===== src/rtl/rgb2ycbcr_pkg.sv =====
`default_nettype none
// ============================================================================
//  Module      : rgb2ycbcr_pkg
//  Description : Shared types and elaboration-time helpers for the streaming
//                RGB -> YCbCr converter. It holds the colour-space mode enum,
//                the real-valued coefficient tables, fixed-point quantisation
//                with row-sum residue correction, and the per-channel offset
//                and clamp limits as functions of the component width.
//                Channel index: 0 = Y, 1 = Cb, 2 = Cr.
//                Term index:    0 = R, 1 = G, 2 = B.
//  Revision    : 1.0 - initial streaming release
// ============================================================================
package rgb2ycbcr_pkg;

    typedef enum logic {
        CSC_FULL   = 1'b0,   // JFIF full range
        CSC_STUDIO = 1'b1    // BT.601 studio range
    } csc_mode_e;

    localparam int c_CH_Y  = 0;
    localparam int c_CH_CB = 1;
    localparam int c_CH_CR = 2;

    // Real coefficient tables, one row per output channel.
    function automatic real coef_real(csc_mode_e mode, int chan, int idx);
        real k;
        k = 0.0;
        if (mode == CSC_FULL) begin
            case (chan * 3 + idx)
                0: k =  0.299;
                1: k =  0.587;
                2: k =  0.114;
                3: k = -0.168736;
                4: k = -0.331264;
                5: k =  0.5;
                6: k =  0.5;
                7: k = -0.418688;
                8: k = -0.081312;
                default: k = 0.0;
            endcase
        end else begin
            case (chan * 3 + idx)
                0: k =  0.256788;
                1: k =  0.504129;
                2: k =  0.097906;
                3: k = -0.148223;
                4: k = -0.290993;
                5: k =  0.439216;
                6: k =  0.439216;
                7: k = -0.367789;
                8: k = -0.071427;
                default: k = 0.0;
            endcase
        end
        return k;
    endfunction

    // round(c * 2^coef_w), rounding halves away from zero.
    function automatic int quant_coef(real c, int coef_w);
        real s;
        real x;
        s = 1.0;
        for (int i = 0; i < coef_w; i++) begin
            s = s * 2.0;
        end
        x = c * s;
        if (x >= 0.0) begin
            return $rtoi(x + 0.5);
        end
        return -$rtoi(-x + 0.5);
    endfunction

    function automatic int iabs(int v);
        return (v < 0) ? -v : v;
    endfunction

    // Quantised coefficient with residue fix: the row of three quantised
    // terms must sum to the quantised row sum (2^coef_w for full-range Y,
    // 0 for chroma), so the largest-magnitude term absorbs any difference.
    function automatic int coef_q(csc_mode_e mode, int chan, int idx, int coef_w);
        int  q [3];
        int  qsum;
        int  target;
        int  big;
        real rsum;
        qsum = 0;
        rsum = 0.0;
        for (int i = 0; i < 3; i++) begin
            q[i] = quant_coef(coef_real(mode, chan, i), coef_w);
            qsum = qsum + q[i];
            rsum = rsum + coef_real(mode, chan, i);
        end
        target = quant_coef(rsum, coef_w);
        big    = 0;
        for (int i = 1; i < 3; i++) begin
            if (iabs(q[i]) > iabs(q[big])) begin
                big = i;
            end
        end
        q[big] = q[big] + (target - qsum);
        return q[idx];
    endfunction

    // Additive offset in output LSBs (before the fixed-point scale).
    function automatic int chan_offset(csc_mode_e mode, int chan, int pix_w);
        if (chan == c_CH_Y) begin
            return (mode == CSC_FULL) ? 0 : (16 << (pix_w - 8));
        end
        return (mode == CSC_FULL) ? (1 << (pix_w - 1)) : (128 << (pix_w - 8));
    endfunction

    function automatic int clamp_lo(csc_mode_e mode, int chan, int pix_w);
        if (mode == CSC_FULL || chan < 0) begin
            return 0;
        end
        return 16 << (pix_w - 8);
    endfunction

    function automatic int clamp_hi(csc_mode_e mode, int chan, int pix_w);
        if (mode == CSC_FULL) begin
            return (1 << pix_w) - 1;
        end
        return (chan == c_CH_Y) ? (235 << (pix_w - 8)) : (240 << (pix_w - 8));
    endfunction

endpackage
`default_nettype wire


===== src/rtl/rgb2ycbcr_stream_dot3.sv =====
`default_nettype none
// ============================================================================
//  Module      : ycc_dot3
//  Description : One output channel of the converter. Three registered
//                stages: S1 signed products of R/G/B with the mode-selected
//                coefficients, S2 row sum plus offset and rounding constant,
//                S3 arithmetic shift and clamp into the output register.
//                Each stage loads only on its enable; valid tracking lives
//                in the parent.
//  Ports       : clk, rst         clock, synchronous active-high reset
//                i_en_s1..i_en_s3 per-stage load enables
//                i_r, i_g, i_b    unsigned colour components
//                i_mode           conversion mode of the pixel entering S1
//                o_result         clamped channel value (S3 register)
//  Revision    : 1.0 - initial streaming release
// ============================================================================
module ycc_dot3
    import rgb2ycbcr_pkg::*;
#(
    parameter int PIX_W  = 8,
    parameter int COEF_W = 14,
    parameter int CHAN   = 0
) (
    input  logic             clk,
    input  logic             rst,
    input  logic             i_en_s1,
    input  logic             i_en_s2,
    input  logic             i_en_s3,
    input  logic [PIX_W-1:0] i_r,
    input  logic [PIX_W-1:0] i_g,
    input  logic [PIX_W-1:0] i_b,
    input  csc_mode_e        i_mode,
    output logic [PIX_W-1:0] o_result
);

    localparam int c_CW = COEF_W + 2;          // coefficient width
    localparam int c_PW = PIX_W + COEF_W + 2;  // product width
    localparam int c_SW = c_PW + 2;            // sum width with guard bits

    localparam logic signed [c_CW-1:0] c_KF_R = c_CW'(coef_q(CSC_FULL,   CHAN, 0, COEF_W));
    localparam logic signed [c_CW-1:0] c_KF_G = c_CW'(coef_q(CSC_FULL,   CHAN, 1, COEF_W));
    localparam logic signed [c_CW-1:0] c_KF_B = c_CW'(coef_q(CSC_FULL,   CHAN, 2, COEF_W));
    localparam logic signed [c_CW-1:0] c_KS_R = c_CW'(coef_q(CSC_STUDIO, CHAN, 0, COEF_W));
    localparam logic signed [c_CW-1:0] c_KS_G = c_CW'(coef_q(CSC_STUDIO, CHAN, 1, COEF_W));
    localparam logic signed [c_CW-1:0] c_KS_B = c_CW'(coef_q(CSC_STUDIO, CHAN, 2, COEF_W));

    // Offset pre-scaled to the fixed-point domain, plus half an LSB so the
    // later arithmetic shift rounds half up.
    localparam logic signed [c_SW-1:0] c_BIAS_F =
        c_SW'((chan_offset(CSC_FULL, CHAN, PIX_W) << COEF_W) + (1 << (COEF_W - 1)));
    localparam logic signed [c_SW-1:0] c_BIAS_S =
        c_SW'((chan_offset(CSC_STUDIO, CHAN, PIX_W) << COEF_W) + (1 << (COEF_W - 1)));

    localparam logic signed [c_SW-1:0] c_LO_F = c_SW'(clamp_lo(CSC_FULL,   CHAN, PIX_W));
    localparam logic signed [c_SW-1:0] c_HI_F = c_SW'(clamp_hi(CSC_FULL,   CHAN, PIX_W));
    localparam logic signed [c_SW-1:0] c_LO_S = c_SW'(clamp_lo(CSC_STUDIO, CHAN, PIX_W));
    localparam logic signed [c_SW-1:0] c_HI_S = c_SW'(clamp_hi(CSC_STUDIO, CHAN, PIX_W));

    // ---------------- S1: products ----------------
    logic signed [c_CW-1:0] w_k_r, w_k_g, w_k_b;
    logic signed [c_PW-1:0] w_x_r, w_x_g, w_x_b;
    logic signed [c_PW-1:0] w_c_r, w_c_g, w_c_b;
    logic signed [c_PW-1:0] w_p_r, w_p_g, w_p_b;

    assign w_k_r = (i_mode == CSC_STUDIO) ? c_KS_R : c_KF_R;
    assign w_k_g = (i_mode == CSC_STUDIO) ? c_KS_G : c_KF_G;
    assign w_k_b = (i_mode == CSC_STUDIO) ? c_KS_B : c_KF_B;

    // Components are unsigned: zero-extend; coefficients sign-extend.
    assign w_x_r = $signed({{(c_PW - PIX_W){1'b0}}, i_r});
    assign w_x_g = $signed({{(c_PW - PIX_W){1'b0}}, i_g});
    assign w_x_b = $signed({{(c_PW - PIX_W){1'b0}}, i_b});
    assign w_c_r = {{(c_PW - c_CW){w_k_r[c_CW-1]}}, w_k_r};
    assign w_c_g = {{(c_PW - c_CW){w_k_g[c_CW-1]}}, w_k_g};
    assign w_c_b = {{(c_PW - c_CW){w_k_b[c_CW-1]}}, w_k_b};

    // |coef| < 2^COEF_W, so each product fits c_PW bits without overflow.
    assign w_p_r = w_x_r * w_c_r;
    assign w_p_g = w_x_g * w_c_g;
    assign w_p_b = w_x_b * w_c_b;

    logic signed [c_PW-1:0] r_p_r, r_p_g, r_p_b;
    csc_mode_e              r_mode1;

    // ---------------- S2: sum + offset + round ----------------
    logic signed [c_SW-1:0] w_bias;
    logic signed [c_SW-1:0] w_sum;

    assign w_bias = (r_mode1 == CSC_STUDIO) ? c_BIAS_S : c_BIAS_F;
    assign w_sum  = {{2{r_p_r[c_PW-1]}}, r_p_r}
                  + {{2{r_p_g[c_PW-1]}}, r_p_g}
                  + {{2{r_p_b[c_PW-1]}}, r_p_b}
                  + w_bias;

    logic signed [c_SW-1:0] r_sum;
    csc_mode_e              r_mode2;

    // ---------------- S3: shift + clamp ----------------
    logic signed [c_SW-1:0] w_shift;
    logic signed [c_SW-1:0] w_lo, w_hi;
    logic [PIX_W-1:0]       w_clamped;

    assign w_shift = r_sum >>> COEF_W;
    assign w_lo    = (r_mode2 == CSC_STUDIO) ? c_LO_S : c_LO_F;
    assign w_hi    = (r_mode2 == CSC_STUDIO) ? c_HI_S : c_HI_F;

    always_comb begin
        w_clamped = w_shift[PIX_W-1:0];
        if (w_shift < w_lo) begin
            w_clamped = w_lo[PIX_W-1:0];
        end else if (w_shift > w_hi) begin
            w_clamped = w_hi[PIX_W-1:0];
        end
    end

    logic [PIX_W-1:0] r_res;

    always_ff @(posedge clk) begin
        if (rst) begin
            r_p_r   <= '0;
            r_p_g   <= '0;
            r_p_b   <= '0;
            r_mode1 <= CSC_FULL;
            r_sum   <= '0;
            r_mode2 <= CSC_FULL;
            r_res   <= '0;
        end else begin
            if (i_en_s1) begin
                r_p_r   <= w_p_r;
                r_p_g   <= w_p_g;
                r_p_b   <= w_p_b;
                r_mode1 <= i_mode;
            end
            if (i_en_s2) begin
                r_sum   <= w_sum;
                r_mode2 <= r_mode1;
            end
            if (i_en_s3) begin
                r_res   <= w_clamped;
            end
        end
    end

    assign o_result = r_res;

endmodule
`default_nettype wire


===== src/rtl/rgb2ycbcr_stream.sv =====
`default_nettype none
// ============================================================================
//  Module      : rgb2ycbcr_stream
//  Description : Streaming RGB -> YCbCr converter, one pixel per clock, with
//                valid/ready backpressure, per-pixel full/studio range mode,
//                round-half-up, saturation and a passthrough last flag.
//                Three-stage pipeline; stage valids and last flags are kept
//                here, arithmetic lives in three ycc_dot3 channel slices.
//  Ports       : clk, rst    clock, synchronous active-high reset
//                in_valid    input pixel valid
//                in_ready    input can be accepted this cycle
//                in_data     {B,G,R}, R in LSBs
//                in_mode     0 = full range, 1 = studio range
//                in_last     end-of-line/block marker, carried unchanged
//                out_valid   output pixel valid
//                out_ready   downstream accepts this cycle
//                out_data    {Cr,Cb,Y}, Y in LSBs
//                out_last    in_last of the same pixel
//  Revision    : 1.0 - initial streaming release
// ============================================================================
module rgb2ycbcr_stream
    import rgb2ycbcr_pkg::*;
#(
    parameter int PIX_W  = 8,
    parameter int COEF_W = 14
) (
    input  logic               clk,
    input  logic               rst,
    input  logic               in_valid,
    output logic               in_ready,
    input  logic [3*PIX_W-1:0] in_data,
    input  logic               in_mode,
    input  logic               in_last,
    output logic               out_valid,
    input  logic               out_ready,
    output logic [3*PIX_W-1:0] out_data,
    output logic               out_last
);

    logic r_v1, r_v2, r_v3;
    logic r_last1, r_last2, r_last3;

    // A stage is free to load when it is empty or its contents move on this
    // cycle. Chained combinationally so bubbles anywhere collapse at once.
    logic w_free1, w_free2, w_free3;
    logic w_ld1, w_ld2, w_ld3;

    assign w_free3 = !r_v3 || out_ready;
    assign w_free2 = !r_v2 || w_free3;
    assign w_free1 = !r_v1 || w_free2;

    // Data registers load only on a real pixel, which also keeps the
    // output register frozen while the output is stalled.
    assign w_ld1 = in_valid && w_free1;
    assign w_ld2 = r_v1 && w_free2;
    assign w_ld3 = r_v2 && w_free3;

    assign in_ready = w_free1;

    always_ff @(posedge clk) begin
        if (rst) begin
            r_v1    <= 1'b0;
            r_v2    <= 1'b0;
            r_v3    <= 1'b0;
            r_last1 <= 1'b0;
            r_last2 <= 1'b0;
            r_last3 <= 1'b0;
        end else begin
            if (w_free1) begin
                r_v1 <= in_valid;
            end
            if (w_free2) begin
                r_v2 <= r_v1;
            end
            if (w_free3) begin
                r_v3 <= r_v2;
            end
            if (w_ld1) begin
                r_last1 <= in_last;
            end
            if (w_ld2) begin
                r_last2 <= r_last1;
            end
            if (w_ld3) begin
                r_last3 <= r_last2;
            end
        end
    end

    logic [2:0][PIX_W-1:0] w_res;
    csc_mode_e             w_mode;

    assign w_mode = csc_mode_e'(in_mode);

    generate
        for (genvar c = 0; c < 3; c++) begin : g_chan
            ycc_dot3 #(
                .PIX_W  (PIX_W),
                .COEF_W (COEF_W),
                .CHAN   (c)
            ) u_dot3 (
                .clk      (clk),
                .rst      (rst),
                .i_en_s1  (w_ld1),
                .i_en_s2  (w_ld2),
                .i_en_s3  (w_ld3),
                .i_r      (in_data[PIX_W-1:0]),
                .i_g      (in_data[2*PIX_W-1:PIX_W]),
                .i_b      (in_data[3*PIX_W-1:2*PIX_W]),
                .i_mode   (w_mode),
                .o_result (w_res[c])
            );
        end
    endgenerate

    assign out_valid = r_v3;
    assign out_data  = w_res;
    assign out_last  = r_last3;

endmodule
`default_nettype wire


===== config.mk =====
export PLATFORM = sky130hd
export DESIGN_NAME = rgb2ycbcr_stream
export DESIGN_NICKNAME = d
export VERILOG_FILES = /design/src/rtl/rgb2ycbcr_pkg.sv /design/src/rtl/rgb2ycbcr_stream_dot3.sv /design/src/rtl/rgb2ycbcr_stream.sv
export SDC_FILE = /design/constraint.sdc
export NUM_CORES = 2
export LEC_CHECK = 0
export ABC_AREA = 0
export CAP_MARGIN = 10
export CORE_UTILIZATION = 50
export DETAILED_ROUTE_END_ITERATION = 8
export GPL_TIMING_DRIVEN = 0
export PLACE_DENSITY = 0.66
export REMOVE_ABC_BUFFERS = 1
export SYNTH_ARGS = -nofsm -noshare
export SYNTH_HDL_FRONTEND = slang
export SYNTH_SLANG_ARGS = --single-unit
export TNS_END_PERCENT = 20

===== constraint.sdc =====
create_clock -name clk -period 20 [get_ports clk]
set_input_delay 4 -clock clk [delete_from_list [all_inputs] [get_ports clk]]
set_output_delay 4 -clock clk [all_outputs]
set_load 0.02 [all_outputs]

==> impl_metrics.ini <==
[worst_setup_path]
regToRegStartpoint = g_chan[2].u_dot3.r_p_g[2]
reg_to_reg_endpoint = g_chan[2].u_dot3.r_sum[24]
critical_path.max_stage_delay_ns = 0.59
timing.reg2reg.setup_slack_ns = 14.74
cp_data_required_time_ns = 16.00
worst_setup_path_category = primary input to output port
capture_point_of_the_critical_path = in_ready
cpMaxStageDelayCell = sky130_fd_sc_hd__clkdlybuf4s50_1
critPathMaxFanout = 7
path_cells = clkdlybuf4s50_1 -> nor2b_1 -> nand3_1 -> clkdlybuf4s50_1
setup.worst_path.start = out_ready
rr_worst_depth = 21
crit_arrival_ns = 5.70
setup.worst_path.start_class = primary input
critPathCaptureType = output port
crit_top_cell = sky130_fd_sc_hd__clkdlybuf4s50_1

[routing]
detailroute.via_count = 27070
first_pass_iters = 5
drtAntennaViolNets = 0
drcViolationCount = 0
routed_via_density = 5.403
wl_per_cell_um = 17.29
drtIter0Drc = 1522
postRouteWirelength_mm = 86.63

[floorplan]
design.core.area_sq_um = 68470
chipHeight_um = 264.9
floorplan.rows = 96
pin_count = 57
die_width_um = 264.9
design.die.area_sq_um = 70150
floorplan.initialDensity = 0.5046

[layout]
finish.net_count = 5141
finalCoreUtilization = 0.5445
post_route_cells_drive_above_1_share = 0.02737
multiInputGateArea_sq_um = 26320
layout_commonest_cell = sky130_fd_sc_hd__inv_1
num-fill-cells = 6436
sequential_cell_area_sq_um = 5225
cell_count_final_fillers_out = 5011
antenna_cells_inserted = 0
synthesis_to_layout_area_growth_pct = 7.918
mostFrequentLayoutCells = 736 x sky130_fd_sc_hd__inv_1, 672 x sky130_fd_sc_hd__ha_1, 450 x sky130_fd_sc_hd__nand2_1, 341 x sky130_fd_sc_hd__a21oi_1, 333 x sky130_fd_sc_hd__fa_1

[clock_tree]
cts_hold_buffers = 0
master_cell_of_the_clock_root_buffer = sky130_fd_sc_hd__clkbuf_16
cts_num_sinks = 261
cts_max_path_buffers = 3
htree_levels = 1
insertion_delay_ns = 0.60
tritoncts = built
cts_buffers = 30
post-cts-setup-buffers = 0
clkSlewWorstSetupHoldPaths_ns = 0.06
cts.repair.resized = 0

[grt]
grt_pass1_vias = 26220
grt_first_pass_wirelength_mm = 139.6
globalRouteTotalUtil = 0.2510
largest_net_degree_at_the_start_of_global_routing = 135
global_route.overflow_total = 0
antenna_found_initial = 0

[placement]
placement.io_buffers = 56
numPlacedInstances = 4955
gp_routability_congestion = 0.9398
detailed_place_hpwl_mm = 72.27

[sta]
max_slew_margin = 0.2801
setup_violations = 0
timing.final.hold_violations = 0
maximum_frequency_from_static_timing_analysis_mhz = 103.1
finalMaxSlewViolations = 0
grt_setup_unrepaired = false
worst_pin_slew_ns = 1.080
timing.final.crit_share = 0.4849
finClkSkew_ns = 0.01972
final.setup.tns_ns = 0
fin_crit_ns = 9.698

[logic_synthesis]
yosysSeqAreaShare = 0.1512
ys_seq_elements = 261
ys_dominant_reg_cell = sky130_fd_sc_hd__dfxtp_1
synthCells = 4075
async_reset_ff_frac = 0
synth-edff-count = 0
syn_area_per_cell_sq_um = 8.477
yosys.cell_types.count = 80
synthesis.yosys.warnings = 0
post_synth_instance_area_sq_um = 34550

[power]
post_route_total_power_w = 0.004482
power.leakage_nw = 19.27
cellPowerDensity_nw_per_um2 = 120.2
worst_ir_drop_vdd_v = 0.00006794

[job]
max_cap_viol_count = 0

[hold_path]
min-delay-path-class = flip-flop to flip-flop
min-delay-start = r_last2

[status]
status = complete, no violations
==> power by group <==
part           leakage (nW)  switching, W  internal (W)
logic                  16.6       0.00182       0.00135
registers              2.14     0.0000911      0.000641
clock network         0.487      0.000245      0.000329
total                  19.3       0.00216       0.00232
==> registers in the layout (all words and copies together), names as in the netlist <==
| signal | flops |
|---|---|
| out_valid | 1 |
| r_v1 | 1 |
| g_chan.u_dot3.o_result | 24 |
| g_chan.u_dot3.r_mode1 | 1 |
| g_chan.u_dot3.r_p_r | 65 |
| r_last2 | 1 |
| g_chan.u_dot3.r_p_g | 67 |
| r_last1 | 1 |
| r_v2 | 1 |
| out_last | 1 |
| g_chan.u_dot3.r_p_b | 63 |
| g_chan.u_dot3.r_sum | 34 |
| g_chan.u_dot3.r_mode2 | 1 |
==> layer usage <==
layer,track usage,vias up,routed length [um]
met5,0,-,0
met4,0.07764,0,2778
met2,0.4087,517,39220
met3,0.03614,117,4491
li1,-,13550,-
met1,0.3433,12890,40140
==> cell families (layout without fill, tap and decap cells) <==
| group | count (synthesis) | count (layout) | synth area share |
|---|---|---|---|
| AO/OA/AOI/OAI | 766 | 766 | 0.1389 |
| adder cells (fa/ha/maj) | 1005 | 1005 | 0.4364 |
| multiplexers | 15 | 15 | 0.004527 |
| flip-flops | 261 | 261 | 0.1512 |
| AND/OR/NAND/NOR | 1015 | 1015 | 0.1348 |
| other | 2 | 41 | 0.0002174 |
| XOR/XNOR | 166 | 166 | 0.04209 |
| buffers and inverters | 845 | 860 | 0.09185 |
==> per-stage QoR <==
stage	instance area (sq um)	hold WS, ns	setup WS (ns)
final	37280	0.4493	10.30
after floorplan	34290	0.4258	8.248
after detailed placement	36230	0.4458	10.02
after global placement	35950	0.4391	-1.388
after global routing	37280	0.4674	10.20
after CTS	37250	0.4540	10.30
==> Yosys cell counts, drive strengths merged (79+ instances only) <==
| master | count | area [sq um] |
|---|---|---|
| ha | 672 | 8408 |
| nor2 | 178 | 670.7 |
| dfxtp | 261 | 5225 |
| inv | 736 | 2763 |
| xnor2 | 119 | 1042 |
| nand2 | 452 | 1697 |
| a21o | 79 | 595.6 |
| o21ai | 115 | 575.6 |
| a21oi | 341 | 1707 |
| nor3 | 86 | 430.4 |
| clkbuf | 93 | 349.1 |
| fa | 333 | 6666 |
==> critical path, delay by kind of cell <==
kind / cells / cell delay (ns)
buf+inv: 2 / 0.99
simple gates: 2 / 0.71
==> cell type report <==
class	instances	area share
Multi-Input combinational cell	3008	0.7060
Sequential cell	261	0.1402
Inverter	737	0.07424
Tap cell	882	0.02960
Timing Repair Buffer	68	0.02249
Clock buffer	37	0.02165
Clock inverter	18	0.005840
==> worst min path at each step <==
| stage | to | slack [ns] | depth (start not counted) |
|---|---|---|---|
| 2_1_floorplan | g_chan[0].u_dot3.r_p_b[13] | 0.43 | 2 |
| 3_3_place_gp | g_chan[0].u_dot3.o_result[3] | 0.44 | 2 |
| 3_5_place_dp | g_chan[2].u_dot3.r_sum[22] | 0.45 | 2 |
| 4_1_cts | g_chan[1].u_dot3.r_sum[14] | 0.45 | 2 |
| 5_1_grt | out_last | 0.47 | 2 |
| 6_report | out_last | 0.45 | 2 |
Power figures use the tool's default switching activity.
